## src/rtl/instr_execute_div.sv

```systemverilog
// rtl/instr_execute_div.sv - RV32M DIV/DIVU/REM/REMU unit for the EX stage.
// It uses a 32-step restoring divider and stalls the pipeline until the result is written.
module instr_execute_div (
  input  logic        clk,
  input  logic        rst,
  input  logic        ied_jump_flag_in,
  input  logic [31:0] ied_instr_in,
  input  logic [31:0] ied_op1_in,
  input  logic [31:0] ied_op2_in,
  input  logic [4:0]  ied_write_addr_in,
  output logic        ied_hold_flag_out,
  output logic [31:0] ied_result_out,
  output logic [4:0]  ied_write_addr_out,
  output logic        ied_wen_out
);

  typedef enum logic [1:0] {IDLE, CALC, DONE} state_t;

  state_t      state, next_state;
  logic [2:0]  funct3;
  logic        is_div, is_signed, is_rem;
  logic        div_by_zero, overflow, special, start;
  logic [31:0] special_res, op1_mag, op2_mag;

  logic [1:0]  f3_q;
  logic [4:0]  rd_q;
  logic [31:0] divisor_q, quot_q, rem_q;
  logic [5:0]  count_q;
  logic        quot_neg_q, rem_neg_q;

  logic [32:0] shifted, diff;
  logic        step_ge;
  logic [31:0] rem_next, quot_next, quot_fix, rem_fix, final_res;
  logic        unused_instr_bits;

  assign funct3            = ied_instr_in[14:12];
  assign is_div            = (ied_instr_in[6:0] == 7'b0110011) &&
                             (ied_instr_in[31:25] == 7'b0000001) && funct3[2];
  assign is_signed         = ~funct3[0];
  assign is_rem            = funct3[1];
  assign unused_instr_bits = ^{ied_instr_in[24:15], ied_instr_in[11:7]};

  assign div_by_zero = (ied_op2_in == 32'd0);
  assign overflow    = is_signed && (ied_op1_in == 32'h8000_0000) && (ied_op2_in == 32'hFFFF_FFFF);
  assign special     = div_by_zero || overflow;
  assign start       = (state == IDLE) && is_div && !ied_jump_flag_in;

  assign special_res = div_by_zero ? (is_rem ? ied_op1_in : 32'hFFFF_FFFF)
                                   : (is_rem ? 32'd0 : 32'h8000_0000);
  assign op1_mag     = (is_signed && ied_op1_in[31]) ? -ied_op1_in : ied_op1_in;
  assign op2_mag     = (is_signed && ied_op2_in[31]) ? -ied_op2_in : ied_op2_in;

  // One restoring step: shift the next dividend bit into the partial remainder and trial-subtract.
  assign shifted   = {rem_q, quot_q[31]};
  assign diff      = shifted - {1'b0, divisor_q};
  assign step_ge   = ~diff[32];
  assign rem_next  = step_ge ? diff[31:0] : shifted[31:0];
  assign quot_next = {quot_q[30:0], step_ge};
  assign quot_fix  = quot_neg_q ? -quot_next : quot_next;
  assign rem_fix   = rem_neg_q ? -rem_next : rem_next;
  assign final_res = f3_q[1] ? rem_fix : quot_fix;

  always_comb begin
    next_state        = state;
    ied_hold_flag_out = 1'b0;
    case (state)
      IDLE: begin
        if (is_div && !ied_jump_flag_in) begin
          ied_hold_flag_out = 1'b1;
          next_state        = special ? DONE : CALC;
        end
      end
      CALC: begin
        ied_hold_flag_out = 1'b1;
        if (ied_jump_flag_in)        next_state = IDLE;
        else if (count_q == 6'd31)   next_state = DONE;
      end
      DONE:    next_state = IDLE;
      default: next_state = IDLE;
    endcase
    if (rst) begin
      ied_hold_flag_out = 1'b0;
      next_state        = IDLE;
    end
  end

  always_ff @(posedge clk) begin
    if (rst) begin
      state              <= IDLE;
      count_q            <= 6'd0;
      ied_result_out     <= 32'd0;
      ied_write_addr_out <= 5'd0;
      ied_wen_out        <= 1'b0;
    end else begin
      state       <= next_state;
      ied_wen_out <= 1'b0;
      case (state)
        IDLE: begin
          if (start) begin
            f3_q    <= funct3[1:0];
            rd_q    <= ied_write_addr_in;
            count_q <= 6'd0;
            if (special) begin
              ied_result_out     <= special_res;
              ied_write_addr_out <= ied_write_addr_in;
              ied_wen_out        <= (ied_write_addr_in != 5'd0);
            end else begin
              divisor_q  <= op2_mag;
              quot_q     <= op1_mag;
              rem_q      <= 32'd0;
              quot_neg_q <= is_signed && (ied_op1_in[31] ^ ied_op2_in[31]);
              rem_neg_q  <= is_signed && ied_op1_in[31];
            end
          end
        end
        CALC: begin
          if (!ied_jump_flag_in) begin
            quot_q  <= quot_next;
            rem_q   <= rem_next;
            count_q <= count_q + 6'd1;
            if (count_q == 6'd31) begin
              ied_result_out     <= final_res;
              ied_write_addr_out <= rd_q;
              ied_wen_out        <= (rd_q != 5'd0);
            end
          end
        end
        default: ;
      endcase
    end
  end

endmodule

```

## config.mk

```make
export PLATFORM = sky130hd
export DESIGN_NAME = instr_execute_div
export DESIGN_NICKNAME = d
export VERILOG_FILES = /design/src/rtl/instr_execute_div.sv
export SDC_FILE = /design/constraint.sdc
export NUM_CORES = 1
export LEC_CHECK = 0
export BUFFER_PORTS_ARGS = -buffer_cell sky130_fd_sc_hd__buf_2
export CAP_MARGIN = 20
export CORE_MARGIN = 2
export CORE_UTILIZATION = 60
export DETAILED_ROUTE_END_ITERATION = 16
export GPL_TIMING_DRIVEN = 0
export MAX_ROUTING_LAYER = met4
export PLACE_DENSITY = 0.82
export SYNTH_ARGS = -nofsm -noshare
export SYNTH_HDL_FRONTEND = slang
export SYNTH_SLANG_ARGS = --single-unit
```

## constraint.sdc

```tcl
create_clock -name clk -period 9.5 [get_ports clk]
set_input_delay 0.95 -clock clk [delete_from_list [all_inputs] [get_ports clk]]
set_output_delay 0.95 -clock clk [all_outputs]
set_load 0.01 [all_outputs]
```

Word level (Yosys, flattened, before mapping) --
Index checks and enable logic that the tools add are counted.
Storage, ports and cells: bits in registers 151, output and inout bits 39, logic and storage cells 102
Cells by class: add/sub/neg operators 6, equal/unequal tests 13, muxes and demuxes 43, bitwise operators 5, reductions and logical operators 23
Operators by type and width (number):
- 32-bit two-way mux | 19
- 32-bit one-hot mux with 2 select lines | 3
- 32-bit negator | 4
- 32-bit == test, second input constant | 2
- 33-bit by 32-bit subtractor with 33-bit output | 1
- 32-bit logical NOT | 1
- 5-bit two-way mux | 4
- 6-bit two-way mux | 2
- 6-bit one-hot mux with 2 select lines | 1
- 1-bit logical AND | 10
- 2-bit != test, second input constant | 5
- 5-bit one-hot mux with 2 select lines | 1
- 5-bit AND reduction | 2
- 5-bit nonzero test | 2
- 2-bit two-way mux | 4
- 7-bit by 1-bit == test with 1-bit output, second input constant | 1
- 7-bit by 6-bit == test with 1-bit output, second input constant | 1
- 6-bit by 1-bit adder with 6-bit output, second input constant | 1
- 6-bit by 5-bit == test with 1-bit output, second input constant | 1
- 1-bit two-way mux | 6
- 3-bit AND reduction | 2
- 1-bit NOT | 4
- 1-bit one-hot mux with 2 select lines | 2
- 2-bit one-hot mux with 2 select lines | 1
- other kinds (10) | 10

Depth between registers and ports, before layout --
Gate-level depths: netlist (run 1).
depth after elaboration 8, depth in mapped cells 25, gate-level depth less buffers 23

Least setup slack after synthesis (run 1) --
No wires, ideal clock.
path type in2reg, from input ied_instr_in[27], to register quot_q[0] (enable), library setup time 0.582 ns, arrival 6.814 ns, required time 8.918 ns, setup slack 2.105 ns, cell stages on the path 6, path buffers 0, path through nor4_1 nand4_1 or2_2 o21ai_0 inv_1 a211oi_1
Between the ends: cells in the longest elaborated chain, start to end 7
Ends and longest elaborated chain:
- from (decl) | RTL line 7 | input logic [31:0] ied_instr_in,
- 7-bit by 1-bit == test with 1-bit output | RTL line 38 | (ied_instr_in[31:25] == 7'b0000001) && funct3[2];
- 1-bit logical AND | RTL line 37 | assign is_div = (ied_instr_in[6:0] == 7'b0110011) &&
- 1-bit logical AND | RTL line 38
- 1-bit logical AND (2 in series) | RTL line 46 | assign start = (state == IDLE) && is_div && !ied_jump_flag_in;
- 2-bit != test (no source line)
- 5-bit AND reduction (no source line)
- to (signal assigned) | RTL line 109 | quot_q <= op1_mag;
- to (signal assigned) | RTL line 118 | quot_q <= quot_next;
- to (decl) | RTL line 27 | logic [31:0] divisor_q, quot_q, rem_q;
No other way between the ends. A chain may end at the register's enable or synchronous reset.

Worst setup path after layout (run 1) --
from register quot_q[31], to register ied_result_out[24]
Between the ends: cells in the longest elaborated chain, start to end 8
Ends and longest elaborated chain:
- 33-bit by 32-bit subtractor with 33-bit output | RTL line 55 | assign diff = shifted - {1'b0, divisor_q};
- 32-bit two-way mux / 1-bit NOT (equally long branches) | RTL line 57, 56
- 32-bit negator (on tied branches) | RTL line 60, 59
- 32-bit two-way mux (on tied branches) | RTL line 60, 59
- 32-bit two-way mux * | RTL line 61 | assign final_res = f3_q[1] ? rem_fix : quot_fix;
- 32-bit two-way mux * | RTL line 121 | if (count_q == 6'd31) begin
- 32-bit two-way mux * | RTL line 117 | if (!ied_jump_flag_in) begin
- 32-bit one-hot mux with 2 select lines * | RTL line 97 | case (state)
- to (signal assigned) | RTL line 104 | ied_result_out <= special_res;
- to (signal assigned) | RTL line 122 | ied_result_out <= final_res;
- to (decl) | RTL line 12 | output logic [31:0] ied_result_out,
Mark *: on every way between the ends. The rest lies on a longest branch, timed or not. The select of a mux whose other input is x is not followed.

==> reports/metrics.yaml, run 1 <==
status: "completed"
start_util: 0.610
p_total_uw: 1500
cp_slowest_cell: "buf_1"
synth_area_per_cell_um2: 8.40
drt_pass1_iterations: 7
crit_top_cell: "inv_1"
stdcell_count: 1842
gp_congestion: 1.02
place_inst: 1810
ios: 143
crit_start: "quot_q[31]"
die_area_um2: 20900
ctsHtreeMaxLevel: 4
area_growth_pct: 14.4
grt_first_pass_wirelength_um: 60600
cts_setup_buffers: 0
fmax_mhz: 143
cp.buffers_inverters: 6
placed_cell_area_um2: 12900
reg2reg_from: "quot_q[31]"
rsz0062_at_grt: "false"
critical_path_class: "reg2reg"
cts_root_buffer: "clkbuf_16"
slew_viol_final: 0
routed_via_density: 6.57
cts_hold_buf: 0
insertion_delay_ns: 0.45
vias: 12100
netlist_area_um2: 11800
cts_made_buffers: 17
worstSetupStartpointType: "register"
drt_iter0_drc: 1733
timing.slew.headroom: 0.417
fin_nets: 1707
drc: 0
synth_edf_count: 104
routed_wl_um: 39900
n_fill_cell: 1645
synth_area_leaders: "edfxtp_1, dfxtp_1, nor2_1"
num_antenna_cells: 0
end_kind: "register"
hp-start: "ied_result_out[16]"
setup_viol: 0
crit_family: "compound AO/OA/AOI/OAI gates"
cp_max_fo: 10
worst_slew_pin_slew_ns: 0.866
io_buffers: 127
grt.total_usage: 0.394
grt_pass1_vias: 10900
cp.required_ns: 9.82
synth_ff_type: "edfxtp_1"
ys_top_cells_by_count: "nor2_1, nand2_1, o21ai_0"
p_leak_uw: 0.00506
post-route-period-util: 0.738
path_clk_slew_ns: 0.07
drtAntennaViolNets: 0
synth.top_cell.area_share: 0.264
skew_ns: 0.0132
die_width_um: 144
cts_resized: 0
fin_crit_ns: 7.01
yosys_warnings: 0
antenna_found_initial: 0
yosysMostFrequentCell: "nor2_1"
synthesis.nets: 1552
drive_above_1_share: 0.149
tritoncts: "done"
fin_area_um2: 13500
slowest_delay_ns: 0.55
wl_per_cell_um: 21.6
setup_tns_ns: 0
clock-sinks: 150
drv_cap: 0
hold_path_class: "reg2reg"
hpwl_um: 30700
peakVddDrop_mv: 0.138
critPathArrivalTime_ns: 7.33
rows: 51
core-area_um2: 19400
ys_async_sr_fraction: 0
ys_seq_elements: 150
die_y_um: 144
global_route.overflow_total: 0
hold_violations: 0
power.density_nw_per_um2: 110
synth_cell_types: 89
yosysTopAreaCell: "edfxtp_1"
ys_seq_area_frac: 0.342
synthCells: 1409
grt_start_max_net_pins: 21
clock_path_buffers: 2
[layer usage]
layer / wire [um] / GRT usage / vias up
li1: - / - / 5539
met1: 16200 / 0.536 / 5691
met2: 17300 / 0.570 / 757
met3: 4860 / 0.0944 / 120
met4: 1420 / 0.149 / 0
met5: 0 / - / -
[worst paths after layout]
path,to,slack [ns],depth (start not counted)
worst min register to register,ied_result_out[16],0.50,2
worst max-delay path,ied_result_out[24],2.49,25
worst max register to register,ied_result_out[24],2.49,25
worst min-delay path,ied_result_out[16],0.50,2
[placed cells by master, fill, tap and decap left out, drive strengths merged, types with 8 or more instances in the layout]
cell type  instances
ha                38
a41oi              8
a21oi             88
or4               12
nor2             167
dfxtp             46
nand4             21
clkinv            10
xnor2             63
o41ai             11
o21ai            127
xor2              68
or3               16
mux2i             27
nand2            135
nor3              45
nor4              23
nand3             19
a211o              8
edfxtp           104
inv               65
buf              162
a21o              14
o31ai             29
a311oi            14
and2              13
clkbuf            63
a211oi            35
nand2b            20
o211ai            14
a31oi             16
o21a              10
[kinds of logic (layout without fill, tap and decap cells)]
group,Yosys count,in the layout,share of synthesized area
AND/OR/NAND/NOR,503,503,0.208
AO/OA/AOI/OAI,422,422,0.239
XOR/XNOR,131,131,0.0969
flip-flops,150,150,0.342
buffers and inverters,132,300,0.0456
multiplexers,32,32,0.0276
adder cells (fa/ha/maj),39,39,0.0419
[power by group]
part | internal, uW | leakage (uW) | total [uW] | switching [uW]
logic | 38.1 | 0.00344 | 101 | 62.4
clock network | 356 | 0.000296 | 697 | 341
registers | 699 | 0.00132 | 699 | 0.00473
total | 1090 | 0.00506 | 1500 | 403
[state kept, by name, summed over array words and instances (netlist names)]
| name | cells |
|---|---|
| quot_neg_q | 1 |
| rd_q | 5 |
| rem_q | 32 |
| count_q | 6 |
| ied_write_addr_out | 5 |
| divisor_q | 32 |
| state | 2 |
| ied_result_out | 32 |
| quot_q | 32 |
| ied_wen_out | 1 |
| f3_q | 1 |
| rem_neg_q | 1 |
[worst reg2reg max path: cells and delay by family, from the launching register on]
| kind | cells | cell delay (ns) |
|---|---|---|
| compound gates | 7 | 2.54 |
| flops | 1 | 0.41 |
| fa+ha+maj | 3 | 0.88 |
| buf+inv | 6 | 1.25 |
| simple gates | 8 | 1.65 |
| xor+xnor | 1 | 0.15 |
[per-stage QoR]
| step | hold slack [ns] | util | worst slack [ns] |
|---|---|---|---|
| 2_1_floorplan | 0.449 | - | 2.10 |
| 3_3_place_gp | 0.461 | 0.660 | -0.899 |
| 3_5_place_dp | 0.488 | 0.667 | 2.86 |
| 4_1_cts | 0.498 | 0.698 | 2.79 |
| 5_1_grt | 0.524 | 0.698 | 2.11 |
| 6_report | 0.496 | 0.698 | 2.49 |
[final cells by class]
| class | instances | area, um2 | share of cell area |
|---|---|---|---|
| plain buffers | 72 | 314 | 0.0232 |
| clock buffers | 17 | 425 | 0.0314 |
| clock inverters | 15 | 186 | 0.0138 |
| inverters | 60 | 225 | 0.0166 |
| multi-input cells | 1127 | 7270 | 0.537 |
| flip-flops and latches | 150 | 4040 | 0.299 |
| well taps | 265 | 332 | 0.0245 |
| repair buffers | 136 | 747 | 0.0552 |
(Power assumes the default switching activity.)
==> run 2: changes to the inputs <==
- ABC_AREA: default -> 1
- CORE_UTILIZATION: 60 -> 61
- PLACE_DENSITY: 0.82 -> 0.83
- clock period: 9.5 -> 7.1 ns (I/O delays scaled with it)
==> reports/metrics.yaml, run 2 <==
p_leak_uw: 0.00736
layout_common_cells: "nand2_1, inv_1, nor2_1, o21ai_0, buf_2"
timing.slew.headroom: 0.301
cts_root_buffer: "clkbuf_16"
n_fill_cell: 1885
grt_first_pass_wirelength_um: 67600
yosys_warnings: 0
rows: 53
cts_setup_buffers: 0
hold_violations: 0
drc: 0
fin_area_um2: 14600
tritoncts: "done"
wl_per_cell_um: 17.8
drive_above_1_share: 0.114
grt_start_max_net_pins: 22
antenna_found_initial: 1
layout_commonest_cell: "nand2_1"
gp_congestion: 1.01
yosysMostFrequentCell: "nand2_1"
netlist_area_um2: 13000
die_width_um: 150
die_y_um: 150
fin_nets: 2322
ios: 143
fin_crit_ns: 5.61
slew_viol_final: 0
cp.required_ns: 7.47
skew_ns: 0.0167
drtAntennaViolNets: 0
ys_top_cells_by_count: "nand2_1, inv_1, nor2_1"
synth.top_cell.area_share: 0.240
cp.buffers_inverters: 6
cts_resized: 0
synth_area_leaders: "edfxtp_1, nand2_1, inv_1"
yosysTopAreaCell: "edfxtp_1"
routed_wl_um: 44000
synth_ff_type: "edfxtp_1"
core-area_um2: 21000
critical_path_class: "reg2reg"
clock_path_buffers: 2
status: "completed"
p_total_uw: 2010
die_area_um2: 22500
worst_slew_pin_slew_ns: 1.05
grt.total_usage: 0.404
hpwl_um: 35200
cts_hold_buf: 0
rsz0062_at_grt: "false"
setup_viol: 0
global_route.overflow_total: 0
drt_pass1_iterations: 7
synth_area_per_cell_um2: 6.40
crit_family: "simple AND/OR/NAND/NOR gates"
insertion_delay_ns: 0.44
vias: 14400
worstSetupStartpointType: "register"
synthesis.nets: 2172
synthCells: 2029
post-route-period-util: 0.791
io_buffers: 126
peakVddDrop_mv: 0.151
start_util: 0.620
clock-sinks: 150
cp_slowest_cell: "fa_1"
hold_path_class: "in2reg"
routed_via_density: 5.82
crit_top_cell: "nand2_1"
end_kind: "register"
ys_seq_area_frac: 0.311
synth_cell_types: 56
drt_iter0_drc: 1907
drv_cap: 0
place_inst: 2435
area_growth_pct: 12.8
ys_async_sr_fraction: 0
power.density_nw_per_um2: 137
place_ws_ns: 1.78
cts_made_buffers: 17
grt_pass1_vias: 13000
path_clk_slew_ns: 0.08
stdcell_count: 2468
synth_edf_count: 104
slowest_delay_ns: 0.44
cp_max_fo: 10
fmax_mhz: 178
placed_cell_area_um2: 14100
ctsHtreeMaxLevel: 4
critPathArrivalTime_ns: 5.99
worst_slack_ns: 1.49
ys_seq_elements: 150
==> run 2: cell count changes after synthesis, sizes merged, moves of 21 or more <==
| cell | change |
|---|---|
| nor2 | +113 |
| xnor2 | -47 |
| inv | +216 |
| nand2 | +478 |
| o21ai | +21 |
| a211oi | -31 |
| nand3 | +100 |
| o31ai | -22 |
| mux2i | -27 |
==> run 2: path summary, 6_finish.rpt <==
check	slack (ns)	startpoint	depth (start not counted)	end
max	1.49	quot_q[31]	32	ied_result_out[26]
max reg2reg	1.49	quot_q[31]	32	ied_result_out[26]
min	0.49	ied_write_addr_in[4]	1	rd_q[4]
min reg2reg	0.52	count_q[5]	2	count_q[5]
==> run 2: cell families after synthesis <==
kind of cell	count (synthesis)	synth area share
and+or+nand+nor	1119	0.366
buffers and inverters	341	0.104
DFF	150	0.311
AOI/OAI and AO/OA	304	0.129
xor gates and xnor gates	76	0.0513
adders and majority gates	39	0.0382
==> run 2: final cells by class <==
class	count	area (um2)	area share
multi-input cells	1538	7600	0.519
flip-flops and latches	150	4040	0.276
inverters	278	1040	0.0713
repair buffers	131	706	0.0482
clock buffers	20	479	0.0327
well taps	275	344	0.0235
plain buffers	63	312	0.0213
clock inverters	12	108	0.00735
diodes	1	2.50	0.000171
==> run 2: stage by stage <==
step | setup TNS (ns) | hold WS (ns) | utilization
global placement | -145.07 | 0.491 | 0.666
floorplan | 0 | 0.481 | -
CTS | 0 | 0.485 | 0.699
global route | 0 | 0.487 | 0.699
finish | 0 | 0.485 | 0.699
detailed placement | 0 | 0.501 | 0.671
==> run 2: where the power goes <==
| part | switching, uW | total, uW | internal, uW |
|---|---|---|---|
| Combinational | 90.1 | 141 | 51.0 |
| Sequential | 0.00421 | 935 | 935 |
| Clock | 428 | 931 | 503 |
| Total | 518 | 2010 | 1490 |
==> run 2: metal layers <==
metal	routed length (um)	global-route usage	vias up
met2	19400	0.599	849
met1	17900	0.547	6560
li1	-	-	6863
met3	5460	0.101	94
met5	0	-	-
met4	1210	0.121	0
